### config.mk
export PLATFORM = sky130hd
export DESIGN_NAME = uart_tx_msg_arbiter_flat
export DESIGN_NICKNAME = d
export VERILOG_FILES = /design/src/rtl/uart_tx_msg_arbiter_pkg.sv /design/src/rtl/uart_tx_msg_arbiter_if.sv /design/src/rtl/uart_tx_msg_arbiter_rr_priority_picker.sv /design/src/rtl/uart_tx_msg_arbiter.sv /design/src/flat_wrapper.sv
export SDC_FILE = /design/constraint.sdc
export NUM_CORES = 1
export LEC_CHECK = 0
export CORE_ASPECT_RATIO = 0.7
export CORE_MARGIN = 10
export CORE_UTILIZATION = 37
export DETAILED_ROUTE_END_ITERATION = 10
export GPL_ROUTABILITY_DRIVEN = 1
export PLACE_DENSITY = 0.7
export SETUP_SLACK_MARGIN = 0.2
export SYNTH_ARGS = -nofsm -noshare
export SYNTH_HDL_FRONTEND = slang
export SYNTH_SLANG_ARGS = --single-unit
### constraint.sdc
create_clock -name clk -period 3.2 [get_ports clk]
set_input_delay 0.32 -clock clk [delete_from_list [all_inputs] [get_ports clk]]
set_output_delay 0.32 -clock clk [all_outputs]
set_load 0.02 [all_outputs]
### src/rtl/uart_tx_msg_arbiter_pkg.sv
// uart_tx_msg_arbiter_pkg: shared types and message constants for the UART TX arbiter
package uart_tx_msg_arbiter_pkg;
    typedef enum logic [1:0] {IDLE, SEND, WAIT_RISE} tx_arb_state_t;
    localparam logic [7:0] ECHO = 8'h55;
    localparam logic [3:0] STATUS = 4'hB;
    localparam logic [3:0] GESTURE = 4'hA;
    localparam int REQ_GESTURE = 0;
    localparam int REQ_STATUS = 1;
    localparam int REQ_ECHO = 2;
    localparam int REQ_CONFIG = 3;
    function automatic int idw(input int n);
        return (n > 1) ? $clog2(n) : 1;
    endfunction
endpackage

### src/rtl/uart_tx_msg_arbiter_if.sv
// uart_tx_msg_arbiter_if: requester side and uart_tx side of the arbiter
interface uart_tx_msg_arbiter_if
    import uart_tx_msg_arbiter_pkg::*;
#(
    parameter int N_REQ = 4
) ();
    localparam int W = idw(N_REQ);
    logic [N_REQ-1:0]   req;
    logic [N_REQ-1:0]   req_len;
    logic [8*N_REQ-1:0] req_byte0;
    logic [8*N_REQ-1:0] req_byte1;
    logic [N_REQ-1:0]   ack;
    logic [W-1:0]       grant_id;
    logic               arb_busy;
    logic [7:0]         tx_data;
    logic               tx_valid;
    logic               tx_busy;
    logic               timeout_err;
    modport master (
        output req, req_len, req_byte0, req_byte1, tx_busy,
        input  ack, grant_id, arb_busy, tx_data, tx_valid, timeout_err
    );
    modport slave (
        input  req, req_len, req_byte0, req_byte1, tx_busy,
        output ack, grant_id, arb_busy, tx_data, tx_valid, timeout_err
    );
endinterface

### src/rtl/uart_tx_msg_arbiter_rr_priority_picker.sv
// uart_tx_msg_arbiter_rr_priority_picker: fixed-priority or round-robin one-hot picker
module uart_tx_msg_arbiter_rr_priority_picker
    import uart_tx_msg_arbiter_pkg::*;
#(
    parameter int N = 4,
    parameter int W = idw(N)
) (
    input  logic [N-1:0] req,
    input  logic [W-1:0] ptr,
    input  logic         rr,
    output logic [N-1:0] onehot,
    output logic [W-1:0] idx,
    output logic         any
);
    int j;
    // Scan from the lowest search offset last so it overrides any later candidate.
    always_comb begin
        onehot = '0;
        idx = '0;
        any = |req;
        j = 0;
        for (int i = N - 1; i >= 0; i--) begin
            j = rr ? (int'(ptr) + i) % N : i;
            if (req[j]) begin
                onehot = '0;
                onehot[j] = 1'b1;
                idx = W'(j);
            end
        end
    end
endmodule

### src/rtl/uart_tx_msg_arbiter.sv
// uart_tx_msg_arbiter: shares one uart_tx between N_REQ 1- or 2-byte message sources
module uart_tx_msg_arbiter
    import uart_tx_msg_arbiter_pkg::*;
#(
    parameter int N_REQ = 4,
    parameter int RR_EN = 0,
    parameter int BUSY_TIMEOUT = 15
) (
    input logic clk,
    input logic rst_n,
    uart_tx_msg_arbiter_if.slave bus
);
    localparam int W = idw(N_REQ);
    tx_arb_state_t    state;
    logic             idx;
    logic             len;
    logic [7:0]       b0;
    logic [7:0]       b1;
    logic [7:0]       tcnt;
    logic [W-1:0]     ptr;
    logic [N_REQ-1:0] ack_q;
    logic [N_REQ-1:0] elig;
    logic [N_REQ-1:0] win;
    logic [W-1:0]     win_id;
    logic             any;
    // A requester acked in the previous cycle sits out one IDLE decision.
    assign elig = bus.req & ~ack_q;
    uart_tx_msg_arbiter_rr_priority_picker #(.N(N_REQ), .W(W)) u_pick (
        .req(elig),
        .ptr(ptr),
        .rr(RR_EN != 0),
        .onehot(win),
        .idx(win_id),
        .any(any)
    );
    always_ff @(posedge clk) begin
        if (!rst_n) begin
            state <= IDLE;
            idx <= 1'b0;
            len <= 1'b0;
            b0 <= '0;
            b1 <= '0;
            tcnt <= '0;
            ptr <= '0;
            ack_q <= '0;
            bus.ack <= '0;
            bus.grant_id <= '0;
            bus.arb_busy <= 1'b0;
            bus.tx_data <= '0;
            bus.tx_valid <= 1'b0;
            bus.timeout_err <= 1'b0;
        end else begin
            bus.ack <= '0;
            bus.tx_valid <= 1'b0;
            ack_q <= bus.ack;
            case (state)
                IDLE: if (any) begin
                    b0 <= bus.req_byte0[{win_id, 3'b000} +: 8];
                    b1 <= bus.req_byte1[{win_id, 3'b000} +: 8];
                    len <= |(bus.req_len & win);
                    idx <= 1'b0;
                    bus.grant_id <= win_id;
                    bus.arb_busy <= 1'b1;
                    ptr <= (win_id == W'(N_REQ - 1)) ? '0 : win_id + 1'b1;
                    state <= SEND;
                end
                SEND: if (!bus.tx_busy) begin
                    bus.tx_valid <= 1'b1;
                    bus.tx_data <= idx ? b1 : b0;
                    tcnt <= '0;
                    state <= WAIT_RISE;
                    if (idx == len) bus.ack <= N_REQ'(1) << bus.grant_id;
                end
                WAIT_RISE: begin
                    tcnt <= tcnt + 8'd1;
                    if (bus.tx_busy || (tcnt + 8'd1) == 8'(BUSY_TIMEOUT)) begin
                        if (!bus.tx_busy) bus.timeout_err <= 1'b1;
                        if (idx != len) begin
                            idx <= 1'b1;
                            state <= SEND;
                        end else begin
                            bus.arb_busy <= 1'b0;
                            state <= IDLE;
                        end
                    end
                end
                default: state <= IDLE;
            endcase
        end
    end
endmodule
### src/flat_wrapper.sv
// flat-port wrapper written by rule: the top's interface ports become plain ports
module uart_tx_msg_arbiter_flat import uart_tx_msg_arbiter_pkg::*;
#(
    parameter int N_REQ = 4,
    parameter int RR_EN = 0,
    parameter int BUSY_TIMEOUT = 15
)
  (clk, rst_n, bus_req, bus_req_len, bus_req_byte0, bus_req_byte1, bus_tx_busy, bus_ack, bus_grant_id, bus_arb_busy, bus_tx_data, bus_tx_valid, bus_timeout_err);
  uart_tx_msg_arbiter_if #(.N_REQ(N_REQ)) bus_i ();
  input logic clk;
  input logic rst_n;
  input wire logic [$bits(bus_i.req)-1:0] bus_req;
  input wire logic [$bits(bus_i.req_len)-1:0] bus_req_len;
  input wire logic [$bits(bus_i.req_byte0)-1:0] bus_req_byte0;
  input wire logic [$bits(bus_i.req_byte1)-1:0] bus_req_byte1;
  input wire logic [$bits(bus_i.tx_busy)-1:0] bus_tx_busy;
  output wire logic [$bits(bus_i.ack)-1:0] bus_ack;
  output wire logic [$bits(bus_i.grant_id)-1:0] bus_grant_id;
  output wire logic [$bits(bus_i.arb_busy)-1:0] bus_arb_busy;
  output wire logic [$bits(bus_i.tx_data)-1:0] bus_tx_data;
  output wire logic [$bits(bus_i.tx_valid)-1:0] bus_tx_valid;
  output wire logic [$bits(bus_i.timeout_err)-1:0] bus_timeout_err;
  assign bus_i.req = bus_req;
  assign bus_i.req_len = bus_req_len;
  assign bus_i.req_byte0 = bus_req_byte0;
  assign bus_i.req_byte1 = bus_req_byte1;
  assign bus_i.tx_busy = bus_tx_busy;
  assign bus_ack = bus_i.ack;
  assign bus_grant_id = bus_i.grant_id;
  assign bus_arb_busy = bus_i.arb_busy;
  assign bus_tx_data = bus_i.tx_data;
  assign bus_tx_valid = bus_i.tx_valid;
  assign bus_timeout_err = bus_i.timeout_err;
  uart_tx_msg_arbiter #(.N_REQ(N_REQ), .RR_EN(RR_EN), .BUSY_TIMEOUT(BUSY_TIMEOUT)) u_core (.clk(clk), .rst_n(rst_n), .bus(bus_i));
endmodule
==> results by group <==
Pwr
  • Sequential cell fraction of total power: between 40% and 50%
  • Power Dens Cells: about 410 nW/um2
  • Static leakage: about 1.4 nW
  • Max rail drop VDD: ~0.00020 V
  • Combinational Power Share: a little under a quarter
  • Pint: roughly 1.1 mW
  • Sw Pwr: approximately 0.41 mW
  • Clk network pwr share: between 30% and 40%
  • Sw Ratio: 27.81%

Timing
  • Post-route minimum period: 2159 ps
  • # setup viols final: 0
  • Fmax achieved: ~0.46 GHz
  • Count of final hold-check violations: 0
  • Worst Tran Pin Value: 1086 ps
  • Worst slew margin: 27.33%
  • Max Slew Vio Count: 0
  • Fin crit share: between 60% and 70%
  • Worst setup skew after layout: between 15 and 20 ps
  • Hold slack final: ~470 ps
  • Setup TNS: 0 ps
  • RSZ-0062 raised after global routing: no

Clocking
  • CTS H-tree depth: 2
  • Num Clock Sinks: 49
  • TritonCTS clock tree: done
  • PostCTS Resize Cnt: 0
  • Postcts setup bufs: 0
  • Hold-fix buffers at CTS: 0
  • Cts bufs inserted: 5
  • Skew-Pair Late Insertion Delay: 310 ps
  • CTS max path bufs: 2
  • Worst-path clk slew: approximately 100 ps
  • Root Driver: clkbuf_8

Final layout
  • Final-layout fill cell count: 644
  • Nets: between 400 and 500
  • Ant diodes: 0
  • Share of cells above drive strength 1: ~4.6%
  • Area Overhead vs Synth: 42.27%
  • Design area: 3592 um2

Place
  • Area after DPL: ~3500 um2
  • Detailed placement HPWL: ~6.3 mm
  • Port Buffers: 91
  • RePlAce Congestion: 0.8414

Routing
  • DRC: 0
  • Wire per inst: 17.28 um
  • Via count: ~2.5k
  • Post-route ant nets: 0
  • Via/cell ratio: about 5.4
  • DR pass1 iterations: 4
  • Routed WL: between 8 and 9 mm
  • 1st-iter DRT viols: ~170

Critical path
  • Reg2reg start: u_core.tcnt[0]
  • Worst Setup SP: bus_req[2]
  • Worst setup SP type: primary input
  • Worst EP arrival: approximately 2400 ps
  • Crit Path Category: primary input to flip-flop
  • Worst Path Max Fanout: 19
  • Worst EP required: roughly 3500 ps
  • Element type at the critical path end: flip-flop
  • Reg2reg path depth: 6

Hold path
  • Worst hold-check path type: flip-flop to flip-flop
  • Worst hold start: u_core.bus.ack[0]
  • Hold Crit Depth: 1

Logic synthesis
  • Number of flops mapped to enable cells by yosys: 0
  • Synth async-reset ratio: 0%
  • Predominant post-synthesis flop cell: dfxtp_1
  • Synth top area share: roughly 39%
  • Post-Synthesis Cell Area: 2525 um2
  • Synth area leader: dfxtp_1
  • Mapped Cells: between 200 and 300
  • Dominant cells by area after synthesis: dfxtp_1, nand3_1, a221o_1
  • FF+latch count, synth: 49
  • Number of synthesis warnings: 0
  • Synth Net Count: roughly 370
  • Synth unique cells: 44
  • Sequential-to-total area share from yosys stat: 38.85%
  • Average size of a mapped cell: 8.707 um2

GRT
  • First-pass GRT wire length: 12.85 mm
  • GRT Total Usage: between 10% and 20%
  • Initial antenna violation count: 0
  • Gr ovfl total: 0
  • Vias in the first global route: 2450
  • Largest net degree at the start of global routing: 31

Run status
  • Status: finished, final reports clean

Floorplan
  • Row count: 25
  • Core area: ~6700 um2
  • # IOs: a little over 90
  • Chip height: roughly 90 um
  • Total die area: about 11000 um2
  • Die width: around 120 um
  • Initial Util: 37.72%

Flow run
  • Max_cap viols: 0
power groups by stage:
stage | Combinational (mW) | Clock, mW | Sequential [mW]
final | 0.350 | 0.451 | 0.688
after CTS | 0.349 | 0.461 | 0.688
after global routing | 0.383 | 0.487 | 0.694
after detailed placement | 0.348 | 0 | 0.702
after floorplan | 0.167 | 0 | 0.711
after global placement | 0.344 | 0 | 0.700
critical path, cell delays in order:
cell and delay [ps]:
clkdlybuf4s50_1 390, nor2b_1 150, buf_4 200, o21ai_1 820, nand3_1 150, nand3_1 200
a32o_1 190
cells in the mapped netlist, types with 3 or more instances:
cell type and number:
a21oi_1 6, a221o_1 16, a32o_1 16, and2_1 10, buf_2 8, clkbuf_1 11, dfxtp_1 49, mux2i_1 8
nand2_1 27, nand2b_1 7, nand3_1 37, nor2_1 9, nor2b_1 7, nor3_1 5, o211a_1 10, o21a_1 3
o21ai_0 19, o21ai_1 3, xor2_1 3
layer usage:
metal  track usage [%]  part of all wire, %  vias to the layer above
li1                  -                    -                     1249
met1             20.46                   48                     1174
met2             21.65                   44                       60
met3             5.804                  7.7                        7
met4             3.425                 0.90                        0
met5                 0                    0                        -
placed cells by master, fill, tap and decap left out, drive strengths merged, types with 2 or more instances in the layout:
cell type and n:
a21boi 2, a21oi 6, a221o 16, a32o 16
and2 10, and3 3, buf 6, clkbuf 5
clkdlybuf4s50 91, dfxtp 49, ha 2, inv 3
mux2i 8, nand2 27, nand2b 7, nand3 37
nor2 9, nor2b 7, nor3 5, nor3b 2
nor4 2, o211a 10, o21a 3, o21ai 22
o22ai 2, o31ai 2, xnor2 2, xor2 3
kinds of logic after synthesis:
family	after synthesis	share of synthesized area (%)
AO/OA/AOI/OAI	85	26.76
flip-flops	49	38.85
AND/OR/NAND/NOR	115	23.49
XOR/XNOR	5	1.735
adder cells (fa/ha/maj)	2	0.9909
multiplexers	8	3.172
buffers and inverters	26	5.005
state kept, by name, summed over array words and instances, names as in the netlist:
signal	count
u_core.ack_q	4
u_core.b0	8
u_core.b1	8
u_core.bus.ack	4
u_core.bus.arb_busy	1
u_core.bus.grant_id	2
u_core.bus.timeout_err	1
u_core.bus.tx_data	8
u_core.bus.tx_valid	1
u_core.idx	1
u_core.len	1
u_core.state	2
u_core.tcnt	8
metrics by stage:
stage | setup slack (ps) | instances | util [%] | total power, mW
6_report | 1041 | 465 | 53.66 | 1.489
5_1_grt | 853.9 | 465 | 53.66 | 1.565
4_1_cts | 1068 | 465 | 53.66 | 1.498
3_5_place_dp | 742.8 | 457 | 51.98 | 1.049
3_3_place_gp | 759.0 | 457 | 51.98 | 1.044
2_1_floorplan | 1438 | 290 | - | 0.8777
worst paths after layout:
| kind | to | slack (ps) |
|---|---|---|
| max | u_core.b1[2] | 1040 |
| min | u_core.ack_q[0] | 470 |
| max reg2reg | u_core.bus.timeout_err | 1080 |
| min reg2reg | u_core.ack_q[0] | 470 |
area by class of cell:
class / instances / area [um2] / area share (%)
clock buffer: 5 / 68.82 / 1.916
timing repair buffer: 97 / 955.9 / 26.61
inverter: 2 / 7.507 / 0.2090
sequential: 49 / 980.9 / 27.31
multi-input combinational: 215 / 1418 / 39.46
tap: 94 / 117.6 / 3.274
clock inverter: 3 / 43.79 / 1.219
Power figures use the tool's default switching activity.
